==> src/rtl/cover_pkg.sv <==
// cover_pkg
//   Shared definitions for the coverage collectors:
//     cover_mode_e   - event detection mode (level or toggle)
//     COVER_TOTAL    - default number of cover points per group
//     sel_width()    - width of a bit index into a WIDTH-bit vector (at least 1)
package cover_pkg;

    typedef enum logic {
        COVER_LEVEL  = 1'b0,
        COVER_TOGGLE = 1'b1
    } cover_mode_e;

    localparam int COVER_TOTAL = 120;

    // A single-bit vector still needs a one-bit index so port widths never collapse to zero.
    function automatic int sel_width(input int w);
        return (w > 1) ? $clog2(w) : 1;
    endfunction

endpackage

==> src/rtl/cover_prio_enc.sv <==
// cover_prio_enc
//   Combinational lowest-set-bit finder.
//   Ports:
//     vec    in   WIDTH   candidate bits
//     any    out  1       at least one bit of vec is set
//     idx    out  SEL_W   position of the lowest set bit (0 when none)
//     onehot out  WIDTH   one-hot mask of that bit (0 when none)
module cover_prio_enc
    import cover_pkg::*;
#(
    parameter int WIDTH = 8,
    localparam int SEL_W = sel_width(WIDTH)
) (
    input  logic [WIDTH-1:0] vec,
    output logic             any,
    output logic [SEL_W-1:0] idx,
    output logic [WIDTH-1:0] onehot
);

    // Scan from the top down so the last match written is the lowest set bit.
    always_comb begin
        any    = |vec;
        idx    = '0;
        onehot = '0;
        for (int i = WIDTH - 1; i >= 0; i--) begin
            if (vec[i]) begin
                idx       = SEL_W'(i);
                onehot    = '0;
                onehot[i] = 1'b1;
            end
        end
    end

endmodule

==> src/rtl/cover_toggle_collector.sv <==
// cover_toggle_collector
//   Latches first hits of a group of cover/toggle signals in a sticky bitmap and
//   serialises each newly covered point, lowest index first, onto a valid/ready
//   index stream at up to one index per cycle.
//   Ports:
//     gbl_clk        in   1      clock
//     reset          in   1      synchronous, active-low reset
//     valid          in   WIDTH  raw cover/toggle signals
//     en             in   1      sample enable (stream keeps draining when low)
//     clear          in   1      clear hit/pending state, counter and output register
//     out_valid      out  1      out_index holds a newly covered point
//     out_ready      in   1      consumer accepts out_index
//     out_index      out  IDX_W  global cover index (COVER_INDEX + bit)
//     covered_count  out  CNT_W  distinct points hit since reset/clear
//     all_covered    out  1      every point of the group has been hit
//     pending        out  1      reports still waiting to be drained
module cover_toggle_collector
    import cover_pkg::*;
#(
    parameter int          WIDTH       = COVER_TOTAL,
    parameter int          COVER_INDEX = 0,
    parameter int          IDX_W       = 32,
    parameter cover_mode_e MODE        = COVER_LEVEL,
    localparam int         CNT_W       = $clog2(WIDTH + 1)
) (
    input  logic             gbl_clk,
    input  logic             reset,
    input  logic [WIDTH-1:0] valid,
    input  logic             en,
    input  logic             clear,
    output logic             out_valid,
    input  logic             out_ready,
    output logic [IDX_W-1:0] out_index,
    output logic [CNT_W-1:0] covered_count,
    output logic             all_covered,
    output logic             pending
);

    localparam int SEL_W = sel_width(WIDTH);

    logic [WIDTH-1:0] hit_q, hit_d;
    logic [WIDTH-1:0] pend_q, pend_d;
    logic [WIDTH-1:0] prev_q, prev_d;
    logic             prev_ok_q, prev_ok_d;
    logic             out_valid_q, out_valid_d;
    logic [IDX_W-1:0] out_index_q, out_index_d;
    logic [CNT_W-1:0] count_q, count_d;

    logic [WIDTH-1:0] evt_vec;
    logic [WIDTH-1:0] new_vec;
    logic             sel_any;
    logic [SEL_W-1:0] sel_idx;
    logic [WIDTH-1:0] sel_onehot;
    logic             load;

    function automatic logic [CNT_W-1:0] popcount(input logic [WIDTH-1:0] v);
        logic [CNT_W-1:0] c;
        c = '0;
        for (int i = 0; i < WIDTH; i++) begin
            c = c + CNT_W'(v[i]);
        end
        return c;
    endfunction

    // Selection looks only at the registered pend bits, so a point that becomes
    // new this cycle waits one cycle before it can be chosen.
    cover_prio_enc #(.WIDTH(WIDTH)) u_prio_enc (
        .vec    (pend_q),
        .any    (sel_any),
        .idx    (sel_idx),
        .onehot (sel_onehot)
    );

    // Event detection, bitmap update and output register load.
    always_comb begin
        if (MODE == COVER_TOGGLE) begin
            evt_vec = prev_ok_q ? (valid ^ prev_q) : '0;
        end else begin
            evt_vec = valid;
        end
        new_vec = en ? (evt_vec & ~hit_q) : '0;
        load    = !out_valid_q || out_ready;

        hit_d       = hit_q | new_vec;
        pend_d      = pend_q | new_vec;
        count_d     = count_q + popcount(new_vec);
        prev_d      = en ? valid : prev_q;
        prev_ok_d   = en ? 1'b1 : prev_ok_q;
        out_valid_d = out_valid_q;
        out_index_d = out_index_q;

        if (load) begin
            if (sel_any) begin
                // A newly hit bit can never be the selected one: it was already in hit.
                pend_d      = (pend_q & ~sel_onehot) | new_vec;
                out_valid_d = 1'b1;
                out_index_d = IDX_W'(COVER_INDEX) + IDX_W'(sel_idx);
            end else begin
                out_valid_d = 1'b0;
            end
        end

        // Clear wins over everything; prev is kept but ignored until re-armed.
        if (clear) begin
            hit_d       = '0;
            pend_d      = '0;
            count_d     = '0;
            prev_ok_d   = 1'b0;
            out_valid_d = 1'b0;
            out_index_d = '0;
        end
    end

    always_ff @(posedge gbl_clk) begin
        if (!reset) begin
            hit_q       <= '0;
            pend_q      <= '0;
            prev_q      <= '0;
            prev_ok_q   <= 1'b0;
            out_valid_q <= 1'b0;
            out_index_q <= '0;
            count_q     <= '0;
        end else begin
            hit_q       <= hit_d;
            pend_q      <= pend_d;
            prev_q      <= prev_d;
            prev_ok_q   <= prev_ok_d;
            out_valid_q <= out_valid_d;
            out_index_q <= out_index_d;
            count_q     <= count_d;
        end
    end

    assign out_valid     = out_valid_q;
    assign out_index     = out_index_q;
    assign covered_count = count_q;
    assign all_covered   = (count_q == CNT_W'(WIDTH));
    assign pending       = (|pend_q) || out_valid_q;

endmodule

==> config.mk <==
export PLATFORM = sky130hd
export DESIGN_NAME = cover_toggle_collector
export DESIGN_NICKNAME = d
export VERILOG_FILES = /design/src/rtl/cover_pkg.sv /design/src/rtl/cover_prio_enc.sv /design/src/rtl/cover_toggle_collector.sv
export SDC_FILE = /design/constraint.sdc
export NUM_CORES = 1
export LEC_CHECK = 0
export CAP_MARGIN = 20
export CORE_ASPECT_RATIO = 0.8
export CORE_MARGIN = 4
export CORE_UTILIZATION = 35
export CTS_CLUSTER_SIZE = 24
export DETAILED_ROUTE_END_ITERATION = 6
export PLACE_DENSITY = 0.53
export SLEW_MARGIN = 10
export SYNTH_ARGS = -nofsm -noshare
export SYNTH_HDL_FRONTEND = slang
export SYNTH_SLANG_ARGS = --single-unit
==> constraint.sdc <==
create_clock -name gbl_clk -period 11.5 [get_ports gbl_clk]
set_input_delay 1.15 -clock gbl_clk [delete_from_list [all_inputs] [get_ports gbl_clk]]
set_output_delay 1.15 -clock gbl_clk [all_outputs]
set_load 0.05 [all_outputs]
==> After elaboration in Yosys (flattened, before gate mapping) <==
Index checks and enable logic that the tools add are counted.
{ "word_totals": {"register_bits": 255, "input_bits": 125, "out_inout_bits": 42} }
{ "op_classes": {"n_addsub": 120, "eq_ne": 1, "mux": 244, "bitwise": 8, "n_reduce_logical": 6} }
{ "op_table": {"columns": ["operator", "n"], "rows": [
  ["120-bit 2-to-1 mux", 123],
  ["7-bit 2-to-1 mux", 120],
  ["7-bit by 1-bit adder with 7-bit output", 113],
  ["120-bit bitwise OR", 3],
  ["120-bit bitwise AND", 2],
  ["120-bit inverter", 2],
  ["120-bit OR reduction", 1],
  ["6-bit by 1-bit adder with 7-bit output", 1],
  ["7-bit adder", 1],
  ["7-bit == test (second input constant)", 1],
  ["5-bit by 1-bit adder with 6-bit output", 1],
  ["4-bit by 1-bit adder with 5-bit output", 1],
  ["3-bit by 1-bit adder with 4-bit output", 1],
  ["2-bit by 1-bit adder with 3-bit output", 1],
  ["1-bit by 1-bit adder with 2-bit output", 1],
  ["1-bit logical OR", 2],
  ["2-bit AND reduction", 1],
  ["2-bit OR reduction", 1],
  ["1-bit zero test", 1],
  ["1-bit 2-to-1 mux", 1],
  ["1-bit inverter", 1]
]} }

==> Depth between registers and ports, before layout <==
Gate-level depths: netlist (run 1).
{ "depth": {"word_depth": 125, "mapped_depth": 27} }

==> Modules after synthesis <==
From an unflattened synthesis (run 1), not the netlist that was laid out.
{ "hier_totals": {"cells_unflattened": 1958, "hier_area_um2": 15875.2} }
{ "modules_own_cells": {"columns": ["module", "instances", "cells_per_inst", "area_per_inst_um2", "seq_area_each_um2"], "rows": [
  ["cover_toggle_collector", 1, 1462, 12848.6, 5104.9],
  ["cover_prio_enc", 1, 496, 3026.7, 0.0]
]} }

==> Least setup slack after synthesis (run 1) <==
OpenSTA, ideal clock, no wires.
{ "synth_timing": {"kind": "input to register", "start": "input en", "end": "register count_q[6], in the netlist covered_count[6]", "setup_ns": 0.128, "arrival_time_ns": 8.567, "setup_slack_ns": 2.806, "stages": 26, "path_buffers": 3, "cell_sequence": "clkbuf_1 buf_1 buf_1 nand3b_1 fa_1 inv_1 fa_1 fa_1 inv_1 fa_1 fa_1 inv_1 fa_1 inv_1 fa_1 fa_1 fa_1 inv_1 fa_1 fa_1 a21o_1 a21o_1 a21o_1 a21oi_1 xnor2_1 nor2_1"} }
{ "synth_between": {"elab_chain_cells": 121} }
{ "synth_lines": {"columns": ["item", "line", "source"], "rows": [
  ["start: declaration", "cover_toggle_collector.sv:29", "input logic en,"],
  ["120-bit 2-to-1 mux *", "cover_toggle_collector.sv:81", "new_vec = en ? (evt_vec & ~hit_q) : '0;"],
  ["1-bit by 1-bit adder with 2-bit output", "cover_toggle_collector.sv:60", "c = c + CNT_W'(v[i]);"],
  ["2-bit by 1-bit adder with 3-bit output", "cover_toggle_collector.sv:60", null],
  ["3-bit by 1-bit adder with 4-bit output", "cover_toggle_collector.sv:60", null],
  ["4-bit by 1-bit adder with 5-bit output", "cover_toggle_collector.sv:60", null],
  ["5-bit by 1-bit adder with 6-bit output", "cover_toggle_collector.sv:60", null],
  ["6-bit by 1-bit adder with 7-bit output", "cover_toggle_collector.sv:60", null],
  ["7-bit by 1-bit adder with 7-bit output (112 in a row)", "cover_toggle_collector.sv:60", null],
  ["7-bit by 1-bit adder with 7-bit output *", "cover_toggle_collector.sv:60", null],
  ["7-bit adder *", "cover_toggle_collector.sv:86", "count_d = count_q + popcount(new_vec);"],
  ["end signal: assignment", "cover_toggle_collector.sv:130", "count_q <= count_d;"],
  ["end: declaration", "cover_toggle_collector.sv:47", "logic [CNT_W-1:0] count_q, count_d;"]
]} }
Mark *: on every way between the ends. The rest lies on a longest branch, timed or not.
A chain may end at the register's enable or synchronous reset.

==> Worst setup path after layout (run 1) <==
Ends and elaborated chain as after synthesis.

==> results of run 1 <==
-- cells in the mapped netlist (all sizes together), types with 5 or more instances --
master	instances	area, um^2
nor4	51	408
a21o	6	45.0
inv	138	518
nand3b	56	420
and2	6	37.5
xnor2	8	70.1
buf	46	304
and3	8	51.3
or4	31	249
o31ai	25	188
clkbuf	47	186
or3	8	50.1
o21a	35	264
fa	111	2220
nand3	34	185
nor2b	8	50.1
ha	27	338
nor2	304	1140
o211ai	5	37.5
nand2b	8	57.6
a211oi	6	50.1
nor3	41	243
a31oi	13	81.3
nand4b	8	85.1
nand4	27	194
a21oi	239	1200
dfxtp	255	5100
o21ai	59	307
a2111oi	7	61.3
nand2	123	484
o41ai	17	149
or2	13	81.3
-- worst register-to-register path: stages, from the launching register on --
cell and delay (ns):
dfxtp_1 0.30, nand3b_1 0.26, fa_1 0.59, inv_1 0.06
fa_1 0.50, fa_1 0.55, inv_1 0.06, fa_1 0.50
fa_1 0.56, inv_1 0.06, fa_1 0.49, inv_1 0.05
fa_1 0.55, fa_1 0.43, fa_1 0.51, inv_1 0.05
fa_1 0.42, fa_1 0.47, a21o_1 0.17, a21o_1 0.19
a21o_1 0.17, a21oi_1 0.17, xnor2_1 0.13, nor2_1 0.05
-- state kept, by name (all words and copies together), names as in the netlist --
register	cells
covered_count	7
hit_q	120
out_index	7
out_valid	1
pend_q	120
-- per-stage QoR --
| step | hold WS, ns | cells | worst slack, ns | instance area [um^2] | total power, mW |
|---|---|---|---|---|---|
| after floorplan | 0.428 | 1833 | 2.81 | 15300 | 4.16 |
| after global placement | 0.438 | 2455 | 2.19 | 17100 | 5.01 |
| after detailed placement | 0.445 | 2456 | 2.05 | 17100 | 4.97 |
| after CTS | 0.460 | 2510 | 2.65 | 18100 | 5.97 |
| after global routing | 0.479 | 2510 | 2.21 | 18100 | 6.55 |
| final | 0.456 | 2510 | 2.60 | 18100 | 5.88 |
-- metal layers --
layer  GRT usage  routed length, um
met4      0.0427               1040
met2       0.342              24400
met1       0.420              30600
met3      0.0732               6350
met5           0                  0
-- cells in the final DEF (no fill, tap or decap), drive strengths merged, types with 13 or more instances in the layout --
cell type	n
nand3	34
o21ai	59
a31oi	13
or4	31
buf	18
o21a	35
nor3	41
nand3b	56
o41ai	17
a21oi	239
clkdlybuf4s50	140
nor2	304
conb	25
inv	139
nand4	27
o31ai	25
nor4	51
clkbuf	43
nand2	123
ha	27
fa	111
dfxtp	255
or2	13
-- logic make-up (layout without fill, tap and decap cells) --
family,count (synthesis),after routing,synth area share
other,1,25,0.000246
DFF,255,255,0.335
muxes,1,1,0.000656
buffers and inverters,233,350,0.0688
xor gates and xnor gates,9,9,0.00517
and+or+nand+nor,736,736,0.252
adders and majority gates,138,138,0.168
AOI/OAI and AO/OA,436,436,0.171
-- power breakdown --
part	leakage (nW)	total (mW)	internal, mW	switching, mW
Sequential	2.08	0.987	0.942	0.0447
Clock	0.482	0.974	0.572	0.402
Combinational	4.57	3.92	1.87	2.05
-- cell type report --
class,instances,area share
clock buffer,43,0.0464
inverter,138,0.0287
clock inverter,11,0.00832
tap,560,0.0388
multi-input combinational,1345,0.510
timing repair buffer,158,0.0852
sequential,255,0.283
-- worst paths after layout --
check                                 from          endpoint  slack (ns)  cells after the start
worst min register to register  hit_q[118]        hit_q[118]        0.46                      2
worst max register to register   hit_q[96]  covered_count[6]        4.04                     23
worst min-delay path            hit_q[118]        hit_q[118]        0.46                      2
worst max-delay path                    en  covered_count[6]        2.60                     26
==> flow_metrics.env, run 1 <==
export IMPL_status="finished clean"
export IMPL_overflow=0
export IMPL_drt_iter0_markers=1435
export IMPL_ys_seq_elements=255
export IMPL_gp_congestion=0.990
export IMPL_async_flop_share=0
export IMPL_multiInputGateArea_um2=9210
export IMPL_power_density_nw_per_um2=326
export IMPL_period_minus_slack_ns=8.90
export IMPL_regArea_um2=5100
export IMPL_via_per_inst=5.62
export IMPL_postCtsHoldBufs=0
export IMPL_vias=14100
export IMPL_grt_pass1_wl_um=90500
export IMPL_cts_resized=0
export IMPL_cpMaxStageDelayCell="buf_6"
export IMPL_synth_area_per_cell_um2=8.43
export IMPL_ys_seq_area_frac=0.335
export IMPL_core_area_um2=43100
export IMPL_layout_drive_gt1_share=0.0621
export IMPL_tns_ns=0
export IMPL_crit_required_ns=11.93
export IMPL_final_util=0.419
export IMPL_cp_buffers_inverters=7
export IMPL_grt_max_degree=138
export IMPL_grtUsageTotal=0.260
export IMPL_drc_errors=0
export IMPL_area_growth_pct=18.4
export IMPL_finalMaxSlewViolations=0
export IMPL_max_freq_mhz=112
export IMPL_post_cts_buffers=0
export IMPL_rsz0062_at_grt="no"
export IMPL_cts_sinks=255
export IMPL_setup_viol=0
export IMPL_place_hpwl_um=50700
export IMPL_cts_htree_levels=1
export IMPL_final_hold_violation_count=0
export IMPL_path_class="primary input to flop"
export IMPL_cp_common_cell="fa_1"
export IMPL_fin_crit_sh=0.774
export IMPL_cts_buffer_depth=3
export IMPL_grt_pass1_vias=13200
export IMPL_ir_worst_vdd_v=0.000784
export IMPL_cts_root_buf="clkbuf_16"
export IMPL_drt_pre_antenna_iters=7
export IMPL_crit_arrival_ns=9.33
export IMPL_antenna_found_initial=0
export IMPL_antenna_cells=0
export IMPL_tightest_slew_ns=1.14
export IMPL_synthCells=1809
export IMPL_n_fill_cell=4314
export IMPL_start_util=0.354
export IMPL_antenna_left=0
export IMPL_final_nets=2190
export IMPL_port_buffers=141
export IMPL_placementRows=68
export IMPL_synth_edf_count=0
export IMPL_pin_count=167
export IMPL_die_x_um=241
export IMPL_cts_tree="done"
export IMPL_yosysWarnings=0
export IMPL_clk_pin_slew_ns=0.06
export IMPL_die_area_um2=47000
export IMPL_hold_class="flop to flop"
export IMPL_slew_headroom=0.222
export IMPL_start_kind="primary input"
export IMPL_cp_end_kind="flop"
export IMPL_ys_flop_type="dfxtp_1"
export IMPL_maxCapViolations=0
export IMPL_cts_buffers=29
export IMPL_cp_top_family="adder cells"
export IMPL_die_h_um=195
export IMPL_finalWirelength_um=62400
export IMPL_max_stage_delay_ns=0.67
export IMPL_clock_latency_ns=0.59
export IMPL_crit_fanout=137
export IMPL_synth_distinct_cells=84
export IMPL_p_leak_nw=7.13
export IMPL_wl_per_cell_um=24.9
export IMPL_syn_area_um2=15300
export IMPL_finalClockSkew_ns=0.0197
(Power assumes the default switching activity.)
==> inputs of run 2 (changes only) <==
Clock period 11.5 ns to 8.75 ns, I/O delays scaled along.
==> run 2 against run 1 <==
  * Critical endpoint unchanged
  * Count of clock-buffer cells in the layout rose by 3
  * Clock power increased by 29%
  * Hold slack improved by 0.0018 ns
  * Global-route usage about the same
  * Sequential power grew 31%
  * Non-clock buffer count grew 24
==> flow_metrics.env, run 2 (synthesis results as in run 1) <==
export IMPL_slew_headroom=0.300
export IMPL_pin_count=167
export IMPL_antenna_found_initial=0
export IMPL_cts_htree_levels=1
export IMPL_die_area_um2=47000
export IMPL_post_cts_buffers=0
export IMPL_die_x_um=241
export IMPL_drc_errors=0
export IMPL_rsz0062_at_grt="no"
export IMPL_overflow=0
export IMPL_cp_end_kind="flop"
export IMPL_antenna_cells=0
export IMPL_reg_top3="hit_q x120, pend_q x120"
export IMPL_grtUsageTotal=0.260
export IMPL_cts_root_buf="clkbuf_16"
export IMPL_clock_latency_ns=0.59
export IMPL_max_freq_mhz=124
export IMPL_die_h_um=195
export IMPL_stdcell_area_um2=18300
export IMPL_layout_drive_gt1_share=0.0730
export IMPL_start_kind="primary input"
export IMPL_finalWirelength_um=61800
export IMPL_postCtsHoldBufs=0
export IMPL_finalClockSkew_ns=0.0268
export IMPL_mostFrequentLayoutCells="303 x nor2_1, 255 x dfxtp_1, 238 x a21oi_1, 140 x clkdlybuf4s50_1, 138 x inv_1"
export IMPL_crit_required_ns=9.18
export IMPL_tns_ns=0
export IMPL_place_hpwl_um=49800
export IMPL_ir_worst_vdd_v=0.000896
export IMPL_cts_sinks=255
export IMPL_tightest_slew_ns=1.04
export IMPL_status="finished clean"
export IMPL_placementRows=68
export IMPL_core_area_um2=43100
export IMPL_hold_class="flop to flop"
export IMPL_vias=14100
export IMPL_placed_cell_area_um2=17300
export IMPL_finalMaxSlewViolations=0
export IMPL_port_buffers=141
export IMPL_start_util=0.354
export IMPL_cts_resized=0
export IMPL_power_density_nw_per_um2=431
export IMPL_cts_buffer_depth=3
export IMPL_cts_tree="done"
export IMPL_grt_max_degree=150
export IMPL_final_nets=2215
export IMPL_p_leak_nw=7.25
export IMPL_drt_pre_antenna_iters=5
export IMPL_gp_congestion=0.956
export IMPL_cts_buffers=30
export IMPL_period_minus_slack_ns=8.05
export IMPL_power_total_mw=7.88
export IMPL_crit_arrival_ns=8.48
export IMPL_via_per_inst=5.57
export IMPL_grt_pass1_vias=13500
export IMPL_final_hold_violation_count=0
export IMPL_drt_iter0_markers=1443
export IMPL_grt_pass1_wl_um=90500
export IMPL_clk_pin_slew_ns=0.06
export IMPL_crit_fanout=59
export IMPL_fin_crit_sh=0.920
export IMPL_maxCapViolations=0
export IMPL_setup_viol=0
export IMPL_wl_per_cell_um=24.4
export IMPL_antenna_left=0
export IMPL_area_growth_pct=19.7
export IMPL_path_class="primary input to flop"
export IMPL_final_common_cell="nor2_1"
-- run 2: changes by cell type in the layout (fill, tap and decap cells not counted), sizes merged --
| cell | before | now |
|---|---|---|
| buf | 18 | 42 |
| clkbuf | 43 | 46 |
| bufinv | 3 | 1 |
| clkinv | 5 | 3 |
| inv | 139 | 138 |
-- run 2: critical path: stages --
cell     delay (ns)
buf_6          0.35
buf_12         0.30
nand2_1        0.08
nor2_1         0.40
fa_1           0.49
inv_1          0.09
fa_1           0.44
fa_1           0.48
fa_1           0.50
inv_1          0.06
fa_1           0.50
inv_1          0.05
fa_1           0.57
fa_1           0.43
fa_1           0.46
fa_1           0.50
inv_1          0.05
fa_1           0.42
fa_1           0.47
a21o_1         0.18
a21o_1         0.20
a21o_1         0.17
a21oi_1        0.18
xnor2_1        0.13
nor2_1         0.05
-- run 2: layer usage --
layer	wire length, um	vias to the layer above	global-route usage
li1	-	6536	-
met1	29900	6892	0.407
met2	24400	593	0.350
met3	6240	75	0.0785
met4	1290	0	0.0487
met5	0	-	0
-- run 2: per-stage QoR --
| stage | instances | utilization | setup slack [ns] | hold WS (ns) |
|---|---|---|---|---|
| final | 2532 | 0.423 | 0.698 | 0.458 |
| after global routing | 2532 | 0.423 | 0.361 | 0.477 |
| after CTS | 2532 | 0.423 | 0.758 | 0.460 |
| after detailed placement | 2480 | 0.401 | 0.166 | 0.445 |
| after global placement | 2480 | 0.401 | 0.198 | 0.438 |
| after floorplan | 1833 | - | 0.331 | 0.428 |
-- run 2: where the power goes --
group	internal, mW	switching (mW)	leakage, nW
sequential	1.24	0.0559	2.08
clock	0.731	0.528	0.472
combinational	2.47	2.85	4.70
total	4.44	3.44	7.25
-- run 2: path summary, 6_finish.rpt --
path	startpoint	end	slack, ns	cells after the start
worst max-delay path	en	covered_count[6]	0.70	25
worst max register to register	hit_q[98]	covered_count[6]	1.30	23
worst min-delay path	hit_q[119]	hit_q[119]	0.46	2
worst min register to register	hit_q[119]	hit_q[119]	0.46	2
-- run 2: final cells by class --
| class | count | area [um^2] |
|---|---|---|
| clock buffers | 46 | 901 |
| clock inverters | 6 | 71.3 |
| fillers | 4315 | 24900 |
| inverters | 138 | 518 |
| multi-input cells | 1345 | 9210 |
| flip-flops and latches | 255 | 5100 |
| well taps | 560 | 701 |
| repair buffers | 182 | 1760 |
